==> src/rtl/spi_frame_tx.sv <==
// spi_frame_tx: SPI host (mode 0) that streams one frame of WORDS 32-bit
// words from a synchronous frame buffer to the panel's SPI satellite.
//
// Ports:
//   clk, resetn        system clock, asynchronous active-low reset
//   start, abort       frame request (sampled in IDLE) / frame kill
//   busy, done         frame active / one-cycle completion pulse
//   rd_en, rd_addr     frame-buffer read strobe and word address
//   rd_data            read data, valid 1 clk after rd_en
//   spi_clk, spi_mosi  SPI clock (idle low) and data (MSB first)
//   spi_cs             active-low chip select (idle high)
//
// Frame timing: LEAD (CLK_DIV cycles, first word fetched), SHIFT
// (64*CLK_DIV cycles per word, back to back), TRAIL (CLK_DIV cycles).
// done pulses in the last TRAIL cycle and cs rises on the following edge,
// so a start in the cycle after done gives a 1-cycle cs-high gap.
module spi_frame_tx #(
    parameter int CLK_DIV = 2,
    parameter int WORDS   = 2048
) (
    input  logic        clk,
    input  logic        resetn,
    input  logic        start,
    input  logic        abort,
    output logic        busy,
    output logic        done,
    output logic        rd_en,
    output logic [10:0] rd_addr,
    input  logic [31:0] rd_data,
    output logic        spi_clk,
    output logic        spi_mosi,
    output logic        spi_cs
);

    typedef enum logic [1:0] {IDLE, LEAD, SHIFT, TRAIL} state_t;

    localparam logic [7:0]  HMAX  = 8'(CLK_DIV - 1);
    localparam logic [10:0] WLAST = 11'(WORDS - 1);

    state_t      state_q, state_d;
    logic [7:0]  hcnt_q, hcnt_d;     // cycles within the current half-period
    logic [4:0]  bit_q, bit_d;       // bit on the wire, 31 down to 0
    logic [10:0] word_q, word_d;
    logic [31:0] shreg_q, shreg_d;
    logic [31:0] hold_q, hold_d;     // prefetched next word
    logic        first_q, first_d;   // next returned read is word 0 -> shreg
    logic        rd_vld_q, rd_vld_d; // rd_data carries the last read this cycle
    logic        busy_q, busy_d;
    logic        done_q, done_d;
    logic        rd_en_q, rd_en_d;
    logic [10:0] rd_addr_q, rd_addr_d;
    logic        sclk_q, sclk_d;
    logic        mosi_q, mosi_d;
    logic        cs_q, cs_d;
    logic        hcnt_end;

    assign busy     = busy_q;
    assign done     = done_q;
    assign rd_en    = rd_en_q;
    assign rd_addr  = rd_addr_q;
    assign spi_clk  = sclk_q;
    assign spi_mosi = mosi_q;
    assign spi_cs   = cs_q;

    assign hcnt_end = (hcnt_q == HMAX);

    always_comb begin
        state_d   = state_q;
        hcnt_d    = hcnt_q;
        bit_d     = bit_q;
        word_d    = word_q;
        shreg_d   = shreg_q;
        hold_d    = hold_q;
        first_d   = first_q;
        rd_vld_d  = rd_en_q;
        busy_d    = busy_q;
        done_d    = 1'b0;
        rd_en_d   = 1'b0;
        rd_addr_d = rd_addr_q;
        sclk_d    = sclk_q;
        mosi_d    = mosi_q;
        cs_d      = cs_q;

        case (state_q)
            IDLE: begin
                if (start && !abort) begin
                    state_d   = LEAD;
                    cs_d      = 1'b0;
                    busy_d    = 1'b1;
                    rd_en_d   = 1'b1;
                    rd_addr_d = 11'd0;
                    word_d    = 11'd0;
                    hcnt_d    = 8'd0;
                    bit_d     = 5'd31;
                    first_d   = 1'b1;
                end
            end
            LEAD: begin
                hcnt_d = hcnt_q + 8'd1;
                if (hcnt_end) begin
                    hcnt_d  = 8'd0;
                    state_d = SHIFT;
                    bit_d   = 5'd31;
                end
            end
            SHIFT: begin
                hcnt_d = hcnt_q + 8'd1;
                if (hcnt_end) begin
                    hcnt_d = 8'd0;
                    if (!sclk_q) begin
                        sclk_d = 1'b1;
                    end else begin
                        // high->low: the only point where mosi may change
                        sclk_d = 1'b0;
                        if (bit_q == 5'd0) begin
                            if (word_q == WLAST) begin
                                state_d = TRAIL;
                            end else begin
                                shreg_d = hold_q;
                                mosi_d  = hold_q[31];
                                word_d  = word_q + 11'd1;
                                bit_d   = 5'd31;
                            end
                        end else begin
                            bit_d   = bit_q - 5'd1;
                            shreg_d = {shreg_q[30:0], 1'b0};
                            mosi_d  = shreg_q[30];
                            // entering bit 16: fetch the next word
                            if (bit_q == 5'd17 && word_q != WLAST) begin
                                rd_en_d   = 1'b1;
                                rd_addr_d = word_q + 11'd1;
                            end
                        end
                    end
                end
            end
            TRAIL: begin
                hcnt_d = hcnt_q + 8'd1;
                if (hcnt_end) begin
                    hcnt_d  = 8'd0;
                    state_d = IDLE;
                    cs_d    = 1'b1;
                    busy_d  = 1'b0;
                    mosi_d  = 1'b0;
                end
            end
            default: state_d = IDLE;
        endcase

        // Read return. Word 0 goes straight to the shifter (inside LEAD for
        // CLK_DIV>=2; with CLK_DIV=1 it lands as bit 31's high half begins);
        // later words park in the holding register until the word boundary.
        if (rd_vld_q && state_q != IDLE) begin
            if (first_q) begin
                shreg_d = rd_data;
                mosi_d  = rd_data[31];
                first_d = 1'b0;
            end else begin
                hold_d = rd_data;
            end
        end

        done_d = (state_d == TRAIL) && (hcnt_d == HMAX);

        if (abort && state_q != IDLE) begin
            state_d   = IDLE;
            cs_d      = 1'b1;
            sclk_d    = 1'b0;
            mosi_d    = 1'b0;
            busy_d    = 1'b0;
            done_d    = 1'b0;
            rd_en_d   = 1'b0;
            rd_addr_d = rd_addr_q;
            rd_vld_d  = 1'b0;
            first_d   = 1'b0;
            hcnt_d    = 8'd0;
        end
    end

    always_ff @(posedge clk or negedge resetn) begin
        if (!resetn) begin
            state_q   <= IDLE;
            hcnt_q    <= 8'd0;
            bit_q     <= 5'd0;
            word_q    <= 11'd0;
            shreg_q   <= 32'd0;
            hold_q    <= 32'd0;
            first_q   <= 1'b0;
            rd_vld_q  <= 1'b0;
            busy_q    <= 1'b0;
            done_q    <= 1'b0;
            rd_en_q   <= 1'b0;
            rd_addr_q <= 11'd0;
            sclk_q    <= 1'b0;
            mosi_q    <= 1'b0;
            cs_q      <= 1'b1;
        end else begin
            state_q   <= state_d;
            hcnt_q    <= hcnt_d;
            bit_q     <= bit_d;
            word_q    <= word_d;
            shreg_q   <= shreg_d;
            hold_q    <= hold_d;
            first_q   <= first_d;
            rd_vld_q  <= rd_vld_d;
            busy_q    <= busy_d;
            done_q    <= done_d;
            rd_en_q   <= rd_en_d;
            rd_addr_q <= rd_addr_d;
            sclk_q    <= sclk_d;
            mosi_q    <= mosi_d;
            cs_q      <= cs_d;
        end
    end

endmodule

==> config.mk <==
export PLATFORM = sky130hd
export DESIGN_NAME = spi_frame_tx
export DESIGN_NICKNAME = d
export VERILOG_FILES = /design/src/rtl/spi_frame_tx.sv
export SDC_FILE = /design/constraint.sdc
export NUM_CORES = 1
export LEC_CHECK = 0
export ABC_AREA = 1
export CORE_MARGIN = 4
export CORE_UTILIZATION = 50
export CTS_BUF_LIST = sky130_fd_sc_hd__clkbuf_4
export CTS_CLUSTER_SIZE = 28
export DETAILED_ROUTE_END_ITERATION = 8
export DONT_BUFFER_PORTS = 1
export PLACE_DENSITY = 0.74
export SKIP_LAST_GASP = 1
export SLEW_MARGIN = 20
export SYNTH_ARGS = -nofsm -noshare
export SYNTH_HDL_FRONTEND = slang
export SYNTH_SLANG_ARGS = --single-unit
==> constraint.sdc <==
create_clock -name clk -period 2.15 [get_ports clk]
set_input_delay 0.43 -clock clk [delete_from_list [all_inputs] [get_ports clk]]
set_output_delay 0.43 -clock clk [all_outputs]
set_load 0.1 [all_outputs]
# [After elaboration in Yosys (flattened, before gate mapping)]
# Index checks and enable logic that the tools add are counted.
[word_totals] ff_bits=109 latch_bits=0 ram_bits=0 mem_bits_ro=0 in_bits=36 out_inout_bits=17 elab_cells=134 memories=0
[op_classes] addsub=3 n_mul=0 div=0 order_cmp=0 n_eq_ne=20 shifts=0 muxes=73 n_bitwise=2 reduce_logical=21
[op_table] operator="$mux W32" n=7
[op_table] operator="$mux W11" n=9
[op_table] operator="$pmux W11 S2" n=2
[op_table] operator="$mux W1" n=31
[op_table] operator="$mux W5" n=6
[op_table] operator="$mux W8" n=3
[op_table] operator="$eq A8 B1 Y1 const B" n=2
[op_table] operator="$mux W2" n=8
[op_table] operator="$ne A2 B2 Y1 const B" n=8
[op_table] operator="$pmux W8 S2" n=1
[op_table] operator="$pmux W5 S3" n=1
[op_table] operator="$reduce_and A6 Y1" n=2
[op_table] operator="$add A11 B1 Y11 const B" n=1
[op_table] operator="$eq A11 B11 Y1 const B" n=1
[op_table] operator="$ne A11 B11 Y1 const B" n=1
[op_table] operator="$ne A3 B3 Y1 const B" n=3
[op_table] operator="$add A8 B1 Y8 const B" n=1
[op_table] operator="$pmux W1 S2" n=4
[op_table] operator="$pmux W2 S4" n=1
[op_table] operator="$reduce_bool A2 Y1" n=4
[op_table] operator="$reduce_and A7 Y1" n=1
[op_table] operator="$eq A2 B2 Y1 const B" n=3
[op_table] operator="$reduce_bool A3 Y1" n=2
[op_table] operator="$eq A5 B5 Y1 const B" n=1
[op_table] operator="10 further kinds" n=16

# [Logic depth before layout (Yosys ltp)]
# Gate-level depths: netlist (run 1).
[depth] word_depth=9 depth_mapped=12

# [Worst setup path before layout (run 1)]
# OpenSTA, ideal clock, no wires.
[synth_timing] kind="reg2reg" from="register sclk_q, in the netlist spi_clk" to="register rd_addr_q[0], in the netlist rd_addr[0]" t_arrival_ns=1.854 slack_ns=0.176 stages_incl_launch_ff=7 n_path_buf=1 synth_period_minus_slack_ns=1.974 path_cell_list="dfrtp_1 nand2_1 a21oi_4 nand4_4 buf_6 nand2_1 nand2_1"
[synth_between] elab_chain_len=2
[synth_lines] item="start: declaration" line="52" text="logic sclk_q, sclk_d;"
[synth_lines] item="start signal: assignment" line="210" text="sclk_q <= sclk_d;"
[synth_lines] item="$ne A2 B2 Y1 (no line)"
[synth_lines] item="$reduce_and A7 Y1 (no line)"
[synth_lines] item="end signal: assignment" line="209" text="rd_addr_q <= rd_addr_d;"
[synth_lines] item="end: declaration" line="51" text="logic [10:0] rd_addr_q, rd_addr_d;"
# No other way between the ends.
# A chain may end at the register's enable or synchronous reset.

# [Final worst setup path (run 1)]
[layout_timing] from="register word_q[0]" to="register word_q[7]"
[layout_between] elab_chain_len=6
[layout_lines] item="start: declaration" line="43" text="logic [10:0] word_q, word_d;"
[layout_lines] item="start signal: assignment" line="201" text="word_q <= word_d;"
[layout_lines] item="$add A11 B1 Y11" line="121" text="word_d = word_q + 11'd1;"
[layout_lines] item="$mux W11" line="116" text="if (word_q == WLAST) begin"
[layout_lines] item="$mux W11" line="115" text="if (bit_q == 5'd0) begin"
[layout_lines] item="$mux W11" line="110" text="if (!sclk_q) begin"
[layout_lines] item="$mux W11" line="108" text="if (hcnt_end) begin"
[layout_lines] item="$pmux W11 S2" line="84" text="case (state_q)"
# Parallel ways exist; a longest one is shown, timed or not. The select of a mux whose other input is x is not followed.

==> results.toml, run 1 <==
[layout]
seq_area_mm2 = 0.00270
final_util = 0.546
instances_no_fill = 846
syn_to_final_growth_pct = 6.71
nFillCells = 1028
drive_gt1_frac = 0.139
finalInstanceArea_mm2 = 0.00595
multi_input_comb_area_mm2 = 0.00243
nets = 745
diodes = 0

[placed_design]
dpl_worst_slack_ns = 0.0899
portBuffers = 0
post_dp_cell_area_mm2 = 0.00583
gp_congestion = 0.884
placed_cells = 831
hpwl_um = 8480

[sta]
finalSetupViolCount = 0
rsz0062_at_grt = "yes"
skew_ns = 0.0262
whs_ns = -0.384
post-route-min-period_ns = 1.98
hold_viol_final = 108
fin_crit_sh = 0.923
slew_headroom = 0.661
layout_setup_ws_ns = 0.167
setup_tns_ns = 0
max_freq_mhz = 504
tightest_slew_ns = 0.509
slew_violations = 0

[yosys]
synthTopCellsByArea = "dfrtp_1 (48%), nand2_1 (12%), inv_1 (5.0%), nand3_1 (4.0%), mux2_2 (3.4%)"
synth_cell_types = 37
yosysSeqAreaShare = 0.485
syn_area_per_cell_um2 = 8.06
syn_inst = 692
syn-num-nets = 734
synth-seq-cells = 108
synth_top_area_frac = 0.480
yosys.area.top_type = "dfrtp_1"
yosys_warnings = 0
syn-cell-area_mm2 = 0.00557

[floorplan]
die_h_um = 114
core.rowCount = 38
die_area_mm2 = 0.0129
fp.dieW_um = 114
ios = 53
core-area_mm2 = 0.0109
start_util = 0.512

[setup_path]
cp_max_fo = 8
critPathMaxStageDelay_ns = 0.44
crit_path_start_kind = "flop"
path_cells = "ha_1 -> nand2_1 -> nor2_4 -> nand3_2 -> nand2_1 -> nand2_1 -> nand3_1 -> buf_4 -> nand2_1 -> o21ai_0"
crit_slowest_cell = "dfrtp_1"
cp_data_arrival_time_ns = 2.36
end_kind = "flop"
crit_required_ns = 2.52
path_class = "flop to flop"
cp_top_family = "simple AND/OR/NAND/NOR gates"
crit_path_frequent_cell = "nand2_1"
path_buf_inv = 1

[clock_network]
clk_latency_ns = 0.48
cts-root-buf = "clkbuf_4"
htree_levels = 3
cts_num_sinks = 108
clk_pin_slew_ns = 0.17
cts_made_buffers = 9
clock_path_buffers = 2
cts_setup_buffers = 0
cts_tree = "done"

[pwr]
ir_drop_uv = 884
p_leak_nw = 2.94
fin_total_pwr_mw = 7.07
power.density_mw_per_mm2 = 1190

[global_routing]
grt_max_degree = 109
overflow = 0
grt_pass1_vias = 4478
grt_pass1_wl_um = 20800
antenna_found_initial = 0
grtUsageTotal = 0.197

[route]
antenna_left = 0
wl_per_cell_um = 14.8
routed_wl_um = 12500
dr.first_iter.drc_count = 375
via_per_inst = 5.44
dr.pass1.iters = 5
vias = 4601
drcViolationCount = 0

[run]
cap_violations = 0

[status]
outcome = "finished with violations"
violations = "negative hold slack"

[min_path]
hold_class = "input port to asynchronous set/reset pin"
[Yosys cell counts]
master    number
a31oi_1        5
a21oi_4        1
nand3_1       45
xnor2_1        1
inv_1         74
o21a_1         1
buf_4          3
o21ai_0       38
mux2_2        17
o21bai_1       2
nor2_2         3
nand2_4        1
nand3_2        5
o211ai_1       3
dfrtp_1      107
nor2_4         4
nand2_1      181
nor2_1        46
nand3b_1       1
buf_6          1
nor3_1        26
clkbuf_1      10
buf_1          2
nand4_1        3
or2_2          7
a21oi_1       24
o22ai_1        9
nand4_4        1
xor2_1         3
ha_1           6
o21ai_1       32
dfstp_2        1
buf_2         13
inv_2         10
nor2_8         2
a211oi_1       1
nand2_2        3
[cells in the final DEF (no fill, tap or decap), types with 7 or more instances in the layout]
master / Yosys / layout
a21oi_1: 24 / 24
buf_4: 3 / 27
clkbuf_4: 0 / 10
dfrtp_1: 107 / 107
inv_1: 74 / 74
inv_2: 10 / 7
mux2_2: 17 / 17
nand2_1: 181 / 181
nand3_1: 45 / 44
nor2_1: 46 / 46
nor3_1: 26 / 26
o21ai_0: 38 / 38
o21ai_1: 32 / 32
o22ai_1: 9 / 9
or2_2: 7 / 7
[layer usage]
metal | GRT usage | vias to the layer above | wire length (µm)
li1 | - | 2254 | -
met1 | 0.259 | 2207 | 5650
met2 | 0.323 | 120 | 6030
met3 | 0.0488 | 20 | 647
met4 | 0.0617 | 0 | 213
met5 | 0 | - | 0
[kinds of logic (layout without fill, tap and decap cells)]
logic type | after synthesis | in the layout | share of synthesized area
AOI/OAI and AO/OA | 116 | 116 | 0.112
xor gates and xnor gates | 4 | 4 | 0.00629
adders and majority gates | 6 | 6 | 0.0135
buffers and inverters | 113 | 126 | 0.0824
DFF | 108 | 108 | 0.485
muxes | 17 | 17 | 0.0343
and+or+nand+nor | 328 | 329 | 0.266
[flip-flops by register name (all words and copies together) (netlist names)]
signal,flops
hold_q,32
word_q,11
hcnt_q,8
busy,1
shreg_q,31
spi_cs,1
bit_q,5
first_q,1
rd_en,1
spi_mosi,1
state_q,2
done,1
rd_addr,11
spi_clk,1
rd_vld_q,1
[area by class of cell]
cell class | count | area share
timing repair buffer | 28 | 0.0374
clock inverter | 4 | 0.00316
inverter | 84 | 0.0545
clock buffer | 10 | 0.0126
sequential | 108 | 0.455
tap | 140 | 0.0294
multi-input combinational | 472 | 0.408
[what timing repair did]
item,4_1_cts,5_1_grt
gates resized for setup,0,5
endpoints found under the setup margin,0,33
hold endpoints to repair,108,108
[worst paths after layout]
path                                                to  cells past startpoint              startpoint  slack [ns]
worst max-delay path             word_q[7]$_DFFE_PN0P_                     10   word_q[0]$_DFFE_PN0P_        0.17
worst min-delay path             word_q[0]$_DFFE_PN0P_                      0                  resetn       -0.38
worst max register to register   word_q[7]$_DFFE_PN0P_                     10   word_q[0]$_DFFE_PN0P_        0.17
worst min register to register  hold_q[10]$_DFFE_PN0P_                      2  hold_q[10]$_DFFE_PN0P_        0.50
max in group asynchronous           spi_cs$_DFFE_PN1P_                      0                  resetn        2.34
min in group clk                 shreg_q[17]$_DFF_PN0_                      2             rd_data[17]        0.08
[worst reg2reg max path: stages (launching register included)]
cell and delay [ns]:
dfrtp_1 0.44, ha_1 0.19, nand2_1 0.10, nor2_4 0.18, nand3_2 0.21, nand2_1 0.11, nand2_1 0.05, nand3_1 0.22
buf_4 0.22, nand2_1 0.07, o21ai_0 0.09
[power breakdown]
part,leakage (nW),switching (mW),internal (mW)
Combinational,1.55,1.92,1.02
Sequential,1.34,0.471,2.80
Clock,0.0593,0.639,0.231
No activity file was read; power rests on OpenSTA's default activity.
==> run 2, diff against run 1 <==
--- a/config.mk
+++ b/config.mk
@@ -18,3 +18,4 @@
 export SYNTH_ARGS = -nofsm -noshare
 export SYNTH_HDL_FRONTEND = slang
 export SYNTH_SLANG_ARGS = --single-unit
+export TNS_END_PERCENT = 20
==> results of run 2 <==
Final layout, timing and power as in run 1 (identical DEF).
